`config.mk`:
```
export PLATFORM = sky130hd
export DESIGN_NAME = hazard_forward_unit
export DESIGN_NICKNAME = d
export VERILOG_FILES = /design/src/rtl/hazard_forward_unit.sv
export SDC_FILE = /design/constraint.sdc
export NUM_CORES = 1
export LEC_CHECK = 0
export CAP_MARGIN = 30
export CORE_UTILIZATION = 40
export DETAILED_ROUTE_END_ITERATION = 7
export GPL_TIMING_DRIVEN = 0
export PLACE_DENSITY = 0.71
export SETUP_SLACK_MARGIN = 0.2
export SLEW_MARGIN = 20
export SYNTH_ARGS = -nofsm -noshare
export SYNTH_HDL_FRONTEND = slang
export SYNTH_SLANG_ARGS = --single-unit
```
`constraint.sdc`:
```
create_clock -name clk -period 5.2 [get_ports clk]
set_clock_uncertainty 0.2 [all_clocks]
set_input_delay 1.56 -clock clk [delete_from_list [all_inputs] [get_ports clk]]
set_output_delay 1.56 -clock clk [all_outputs]
set_load 0.01 [all_outputs]
```
`src/rtl/hazard_forward_unit.sv`:
```
// ---------------------------------------------------------------------------
// hazard_forward_unit
//
// Purpose:
//   Hazard and forwarding logic for the 16-bit, 5-stage CPU. The unit keeps
//   a compact per-stage record of what each in-flight instruction reads and
//   writes, for the ID/EX, EX/MEM and MEM/WB stages. It compares that state
//   against the ID/EX instruction to produce forwarding selects, and against
//   the IF/ID instruction to produce the load-use stall.
//
// Ports:
//   clk            pipeline clock
//   rst            synchronous, active-high reset (clears all tracking state)
//   instructions1  instruction currently in IF/ID (entering decode)
//   fromCompare    branch taken this cycle; IF/ID contents are squashed
//   needM4         ID/EX op1 takes the EX/MEM result
//   needM5         ID/EX op1 takes the MEM/WB result
//   needM2         ID/EX op2 takes the EX/MEM result
//   needM2W        ID/EX op2 takes the MEM/WB result
//   bubble2        load-use stall: hold IF/ID, inject a bubble into ID/EX
//   halted         sticky; set once a halt instruction has reached ID/EX
//
// Instruction fields: opcode[15:12], op1[11:8], op2[7:4], func/imm[3:0].
//
// The unit has no valid/ready handshakes. Every input is sampled on each
// rising clock edge, and every output is a level that is valid for the
// current cycle. No request/acknowledge pairing is implied.
// ---------------------------------------------------------------------------
module hazard_forward_unit #(
    parameter int NREG = 16,
    parameter int R_HI = 0
) (
    input  logic        clk,
    input  logic        rst,
    input  logic [15:0] instructions1,
    input  logic        fromCompare,
    output logic        needM4,
    output logic        needM5,
    output logic        needM2,
    output logic        needM2W,
    output logic        bubble2,
    output logic        halted
);

    localparam int RW = $clog2(NREG);
    localparam logic [RW-1:0] RHI = RW'(R_HI);

    localparam logic [3:0] OP_ALU   = 4'b0000;
    localparam logic [3:0] OP_BEQ   = 4'b0100;
    localparam logic [3:0] OP_BNE   = 4'b0101;
    localparam logic [3:0] OP_BLT   = 4'b0110;
    localparam logic [3:0] OP_LOAD  = 4'b1000;
    localparam logic [3:0] OP_STORE = 4'b1011;
    localparam logic [3:0] OP_HALT  = 4'b1111;

    // What one in-flight instruction reads and writes.
    typedef struct packed {
        logic          valid;
        logic          wr_op1;
        logic          wr_hi;
        logic [RW-1:0] dest;
        logic          is_load;
        logic          is_halt;
        logic          rd_op1;
        logic          rd_op2;
        logic [RW-1:0] src1;
        logic [RW-1:0] src2;
    } stage_t;

    // Turns a raw instruction into its read/write record.
    function automatic stage_t decode(input logic [15:0] ins);
        stage_t d;
        d       = '0;
        d.valid = 1'b1;
        d.dest  = RW'(ins[11:8]);
        d.src1  = RW'(ins[11:8]);
        d.src2  = RW'(ins[7:4]);
        case (ins[15:12])
            OP_ALU: begin
                case (ins[3:0])
                    4'hF, 4'hE, 4'hD, 4'hC: begin
                        d.rd_op1 = 1'b1;
                        d.rd_op2 = 1'b1;
                        d.wr_op1 = 1'b1;
                    end
                    // mul/div also write the high half / remainder register
                    4'h1, 4'h2: begin
                        d.rd_op1 = 1'b1;
                        d.rd_op2 = 1'b1;
                        d.wr_op1 = 1'b1;
                        d.wr_hi  = 1'b1;
                    end
                    // shifts use op2 as an amount field, not a register
                    4'hA, 4'hB, 4'h8, 4'h9: begin
                        d.rd_op1 = 1'b1;
                        d.wr_op1 = 1'b1;
                    end
                    default: ;
                endcase
            end
            OP_LOAD: begin
                d.rd_op2  = 1'b1;
                d.wr_op1  = 1'b1;
                d.is_load = 1'b1;
            end
            OP_STORE, OP_BEQ, OP_BNE, OP_BLT: begin
                d.rd_op1 = 1'b1;
                d.rd_op2 = 1'b1;
            end
            OP_HALT: d.is_halt = 1'b1;
            default: ;
        endcase
        return d;
    endfunction

    // True when stage st produces a value for register s.
    function automatic logic hits(input stage_t st, input logic [RW-1:0] s);
        return st.valid && ((st.wr_op1 && (st.dest == s)) ||
                            (st.wr_hi && (s == RHI)));
    endfunction

    stage_t idex;
    stage_t exmem;
    stage_t memwb;
    stage_t dec_if;

    logic op1_ex;
    logic op1_wb;
    logic op2_ex;
    logic op2_wb;
    logic use_dep;

    always_comb begin
        dec_if  = decode(instructions1);

        op1_ex  = idex.valid && idex.rd_op1 && hits(exmem, idex.src1);
        op1_wb  = idex.valid && idex.rd_op1 && hits(memwb, idex.src1);
        op2_ex  = idex.valid && idex.rd_op2 && hits(exmem, idex.src2);
        op2_wb  = idex.valid && idex.rd_op2 && hits(memwb, idex.src2);

        // Does the decoding instruction read the register the load in ID/EX
        // is about to write? A load never writes R_HI, so only dest matters.
        use_dep = (dec_if.rd_op1 && (dec_if.src1 == idex.dest)) ||
                  (dec_if.rd_op2 && (dec_if.src2 == idex.dest));

        // EX/MEM holds the younger result, so it wins over MEM/WB.
        needM4  = !halted && op1_ex;
        needM5  = !halted && !op1_ex && op1_wb;
        needM2  = !halted && op2_ex;
        needM2W = !halted && !op2_ex && op2_wb;

        // A taken branch discards IF/ID anyway, so no stall is needed then.
        bubble2 = !halted && !fromCompare && idex.valid && idex.is_load &&
                  idex.wr_op1 && use_dep;
    end

    always_ff @(posedge clk) begin
        if (rst) begin
            idex   <= '0;
            exmem  <= '0;
            memwb  <= '0;
            halted <= 1'b0;
        end else if (!halted) begin
            // The halt advances with this edge like any other instruction;
            // from the next cycle on the whole record freezes.
            if (idex.valid && idex.is_halt) begin
                halted <= 1'b1;
            end
            memwb <= exmem;
            exmem <= idex;
            idex  <= (bubble2 || fromCompare) ? '0 : dec_if;
        end
    end

endmodule

```
Word level (Yosys, flattened, before mapping)
Cells that the tools add are included.
{ "classes": {"n_eq_ne": 22, "n_mux": 12, "reduce_logical": 50} }
{ "op_table": {"columns": ["operator", "count"], "rows": [
  ["4-bit equality test (second input constant)", 11],
  ["1-bit logical AND", 32],
  ["4-bit equality test", 6],
  ["19-bit two-way mux", 1],
  ["4-bit by 3-bit equality test with 1-bit output (second input constant)", 3],
  ["4-bit logical NOT", 3],
  ["10-bit OR reduction", 1],
  ["1-bit two-way mux", 8],
  ["1-bit logical OR", 6],
  ["1-bit one-hot mux with 2 select lines", 3],
  ["6-bit OR reduction", 1],
  ["5-bit OR reduction", 1],
  ["4-bit by 1-bit equality test with 1-bit output (second input constant)", 1],
  ["4-bit by 2-bit equality test with 1-bit output (second input constant)", 1],
  ["1-bit logical NOT", 4],
  ["4-bit OR reduction", 1],
  ["2-bit OR reduction", 1]
]} }
{ "totals": {"regBits": 34, "in_bits": 19, "output_inout_bits": 6, "word_cells": 103} }

Depth between registers and ports, before layout
{ "logic_depth": {"depth_word": 9, "depth_mapped": 6} }

Least setup slack after synthesis
Ideal clock, no wire load.
{ "synth_path": {"path_type": "input-to-output", "from": "input port instructions1[12]", "to": "output port bubble2", "t_arrival_ns": 2.594, "setup_slack_ns": 0.846, "cell_stages": 5, "n_path_buf": 1, "path_cell_list": "buf_6 nor4_4 o211ai_2 a311oi_4 or2_2"} }
{ "synth_between": {"elab_chain_len": 6, "word_cells_on_any_way": 14, "classes_between": "eq/ne (5); mux (2); reduce/logical (7)"} }
{ "synth_lines": {"columns": ["item", "line", "rtl"], "rows": [
  ["from (decl)", "35", "input logic [15:0] instructions1,"],
  ["4-bit equality test or 4-bit by 3-bit equality test with 1-bit output (tied branches)", "78", "case (ins[15:12])"],
  ["5-bit OR reduction (no source line) or 4-bit OR reduction (tied branches)", null, null],
  ["1-bit one-hot mux with 2 select lines", "78", null],
  ["1-bit logical AND, on equally long branches", "144, 143", null],
  ["1-bit logical OR (*)", "143", "use_dep = (dec_if.rd_op1 && (dec_if.src1 == idex.dest)) ||"],
  ["1-bit logical AND (*)", "154", "idex.wr_op1 && use_dep;"],
  ["to (decl)", "41", "output logic bubble2,"]
]} }
Mark *: on every way between the ends. The rest lies on a longest branch, timed or not.

Worst setup path after layout
{ "layout_path": {"from": "input port instructions1[1]", "to": "output port bubble2"} }
{ "layout_between": {"elab_chain_len": 7, "word_cells_on_any_way": 20, "classes_between": "eq/ne (10); mux (4); reduce/logical (6)"} }
{ "layout_lines": {"columns": ["item", "line", "rtl"], "rows": [
  ["4-bit by 1-bit equality test with 1-bit output (tied with other cells)", "80", "case (ins[3:0])"],
  ["10-bit OR reduction (no source line) or 6-bit OR reduction (tied branches)", null, null],
  ["1-bit two-way mux", "80", null],
  ["1-bit one-hot mux with 2 select lines", "78", null],
  ["1-bit logical AND, on equally long branches", "143, 144", null],
  ["1-bit logical OR (*)", "143", null],
  ["1-bit logical AND (*)", "154", null]
]} }
Marked as above.

==> impl_results.md <==
- CTS tree: done
- Total power: 0.4905 mW
- Initial antenna violation count: 0
- # Max-Cap Violations: 0
- CP max stage cell: clkdlybuf4s50_1
- Worst slew pin tran: 470.5 ps
- CTS Buf Count: 5
- WP data required: 3440 ps
- Share of async-settable or async-resettable flops after synthesis: 0
- Vias in the first global route: 1,311
- Finished Cell Area: 0.002021 mm^2
- Critical-path cell list: clkdlybuf4s50_1 > xnor2_1 > o31ai_2 > and4bb_4 > or2_2 > dlygate4sd2_1
- Hold/Removal Path Class: reg -> reg
- Setup CP Type: in -> out
- Relative max-transition margin: 0.6863
- H-tree depth: 2
- Antenna fix cells: 0
- Dominant synthesized flop cell: dfxtp_1
- Synth cell types: 39
- Status: completed
- Routability congestion estimate: 0.7875
- Peak supply drop: 0.0001019 V
- Clk_lat worst skew: 280 ps
- Row count: 22
- Post-Route WL: 3.664 mm
- Crit path time final: 4883 ps
- YS warnings: 0
- Total GRT Usage: 0.1918
- Initial DRT Pass Iterations: 5
- Arrival @ worst endpoint: 3120 ps
- IO buf count: 22
- Chip height: 65.70 um
- I/O pins: 25
- Routed length per instance: 15.02 um
- Crit-path max cell delay: 440 ps
- Largest net degree at the start of global routing: 11
- RSZ-0062 raised after global routing: no
- Mapped Cells: 164
- Share of cells above drive strength 1: 0.1582
- Routed vias/inst: 5.484
- Sequential area share after synthesis: 0.3701
- FILL cells: 344
- FF+latch area: 600.6 um^2
- Final Hold Fails: 0
- Residual DRC: 0
- Worst-path fanout max: 2
- Die area: 0.004316 mm^2
- Cell Pwr Density: 242.7 mW/mm^2
- Post-layout util: 0.5358
- Die W: 65.70 um
- GR Overflow Total: 0
- Post-detail-place hpwl: 2.716 mm
- Clk sink count: 30
- Initial DRC count: 75
- Setup TNS: 0 ps
- Root buf cell: clkbuf_8
- Post-synth EDFFs: 0
- Footprint of the multi-input gates: 973.4 um^2
- Clock slew at reported path FFs: 60 ps
- ANT nets after route: 0
- Leakage: 0.7788 nW
- # nets final: 216
- Global-route wire length before repair: 6.134 mm
- Syn avg cell area: 9.895 um^2
- Pins over their slew limit: 0
- Via count: 1,338
- # setup viols final: 0
- Maximum clock frequency: 204.8 MHz
- Clk buf depth: 2
- CORE AREA: 0.003771 mm^2
- Initial Util: 0.4303
- Net Count, Synth: 183
- Final period util: 0.9390
- Area Overhead vs Synth: 24.52%
- Synth Register Bits: 30
- Critical path launch point type: primary input
- Syn Std Cell Area: 0.001623 mm^2
- Placed Instance Area: 0.001903 mm^2
- Setup crit end kind: primary output
-- cell usage after synthesis (2+ instances only) --
master | number | area (um^2)
o31ai_1 | 2 | 15.01
xor2_1 | 13 | 113.9
a32o_1 | 4 | 40.04
nand4_1 | 2 | 12.51
nor3_1 | 5 | 25.02
nand4b_1 | 2 | 17.52
and4_1 | 2 | 17.52
nor2_1 | 18 | 67.56
mux2i_1 | 14 | 140.1
dfxtp_1 | 30 | 600.6
nand2_1 | 7 | 26.28
buf_2 | 5 | 25.02
nand3_1 | 5 | 25.02
nor4_1 | 2 | 12.51
xnor2_1 | 13 | 113.9
a32oi_1 | 2 | 17.52
a211oi_1 | 3 | 22.52
a22o_1 | 10 | 87.58
clkbuf_1 | 3 | 11.26
a21oi_1 | 2 | 10.01
buf_6 | 2 | 22.52
-- repair_timing --
action                                  4_1_cts  5_1_grt
endpoints found under the setup margin        1        0
setup buffers                                 4        0
resized for setup                            10        0
hold buffers                                  0        0
-- routing by layer --
metal | up-vias | routed length (um) | part of all wire | track usage
met4 | 0 | 78 | 0.021 | 0.08696
met5 | - | 0 | 0 | 0
met3 | 7 | 169 | 0.046 | 0.05382
met2 | 37 | 1803 | 0.49 | 0.3240
met1 | 624 | 1612 | 0.44 | 0.2218
li1 | 670 | - | - | -
-- sequential cells by signal, summed over array words and instances (netlist names) --
register / cells
exmem: 7
halted: 1
idex: 15
memwb: 7
-- cell usage in the layout, fill, tap and decap left out, types with 3 or more instances in the layout --
cell / count
nor2_1: 18
a22o_1: 10
xor2_1: 13
clkbuf_8: 6
clkdlybuf4s50_1: 16
dfxtp_1: 30
buf_2: 5
xnor2_1: 13
buf_4: 4
nand2_1: 7
mux2i_1: 14
nand3_1: 5
a32o_1: 4
dlygate4sd2_1: 5
clkbuf_1: 3
nor3_1: 5
-- worst max-delay path: cells and delay by family --
| family | cells | cell delay [ps] |
|---|---|---|
| AOI/OAI and AO/OA | 1 | 100 |
| xor gates and xnor gates | 1 | 260 |
| buffers and inverters | 2 | 720 |
| and+or+nand+nor | 2 | 480 |
-- final timing paths --
kind / startpoint / endpoint / slack, ps / cells after the start
hold / removal: idex[10] / idex[10] / 260 / 2
setup / recovery: instructions1[1] / bubble2 / 320 / 6
setup reg to reg: halted / idex[1] / 3150 / 7
hold reg to reg: idex[10] / idex[10] / 260 / 2
-- area by class of cell --
class,count,share of cell area
timing repair buffer,26,0.1214
clock buffer,6,0.04087
sequential,30,0.2972
tap,48,0.02972
buffer,10,0.02910
multi-input combinational,124,0.4817
-- power breakdown --
group / leakage, nW / switching (mW) / internal (mW)
logic: 0.491 / 0.0325 / 0.0323
clock network: 0.0431 / 0.0817 / 0.102
registers: 0.244 / 0.00609 / 0.236
-- per-stage QoR --
step	worst slack, ps	hold WS, ps	cells
global route	228.8	294.7	244
global placement	-246.1	251.9	234
floorplan	846.3	225.4	164
detailed placement	-317.3	247.1	234
finish	317.1	262.8	244
CTS	306.3	262.7	244
-- logic make-up (layout without fill, tap and decap cells) --
kind of cell	after synthesis	in the layout	share of synthesized area
flops	30	30	0.3701
compound gates	29	29	0.1650
mux	14	14	0.08635
simple gates	55	55	0.2020
xor+xnor	26	26	0.1403
buf+inv	10	42	0.03623
No activity file was read; power rests on OpenSTA's default activity.
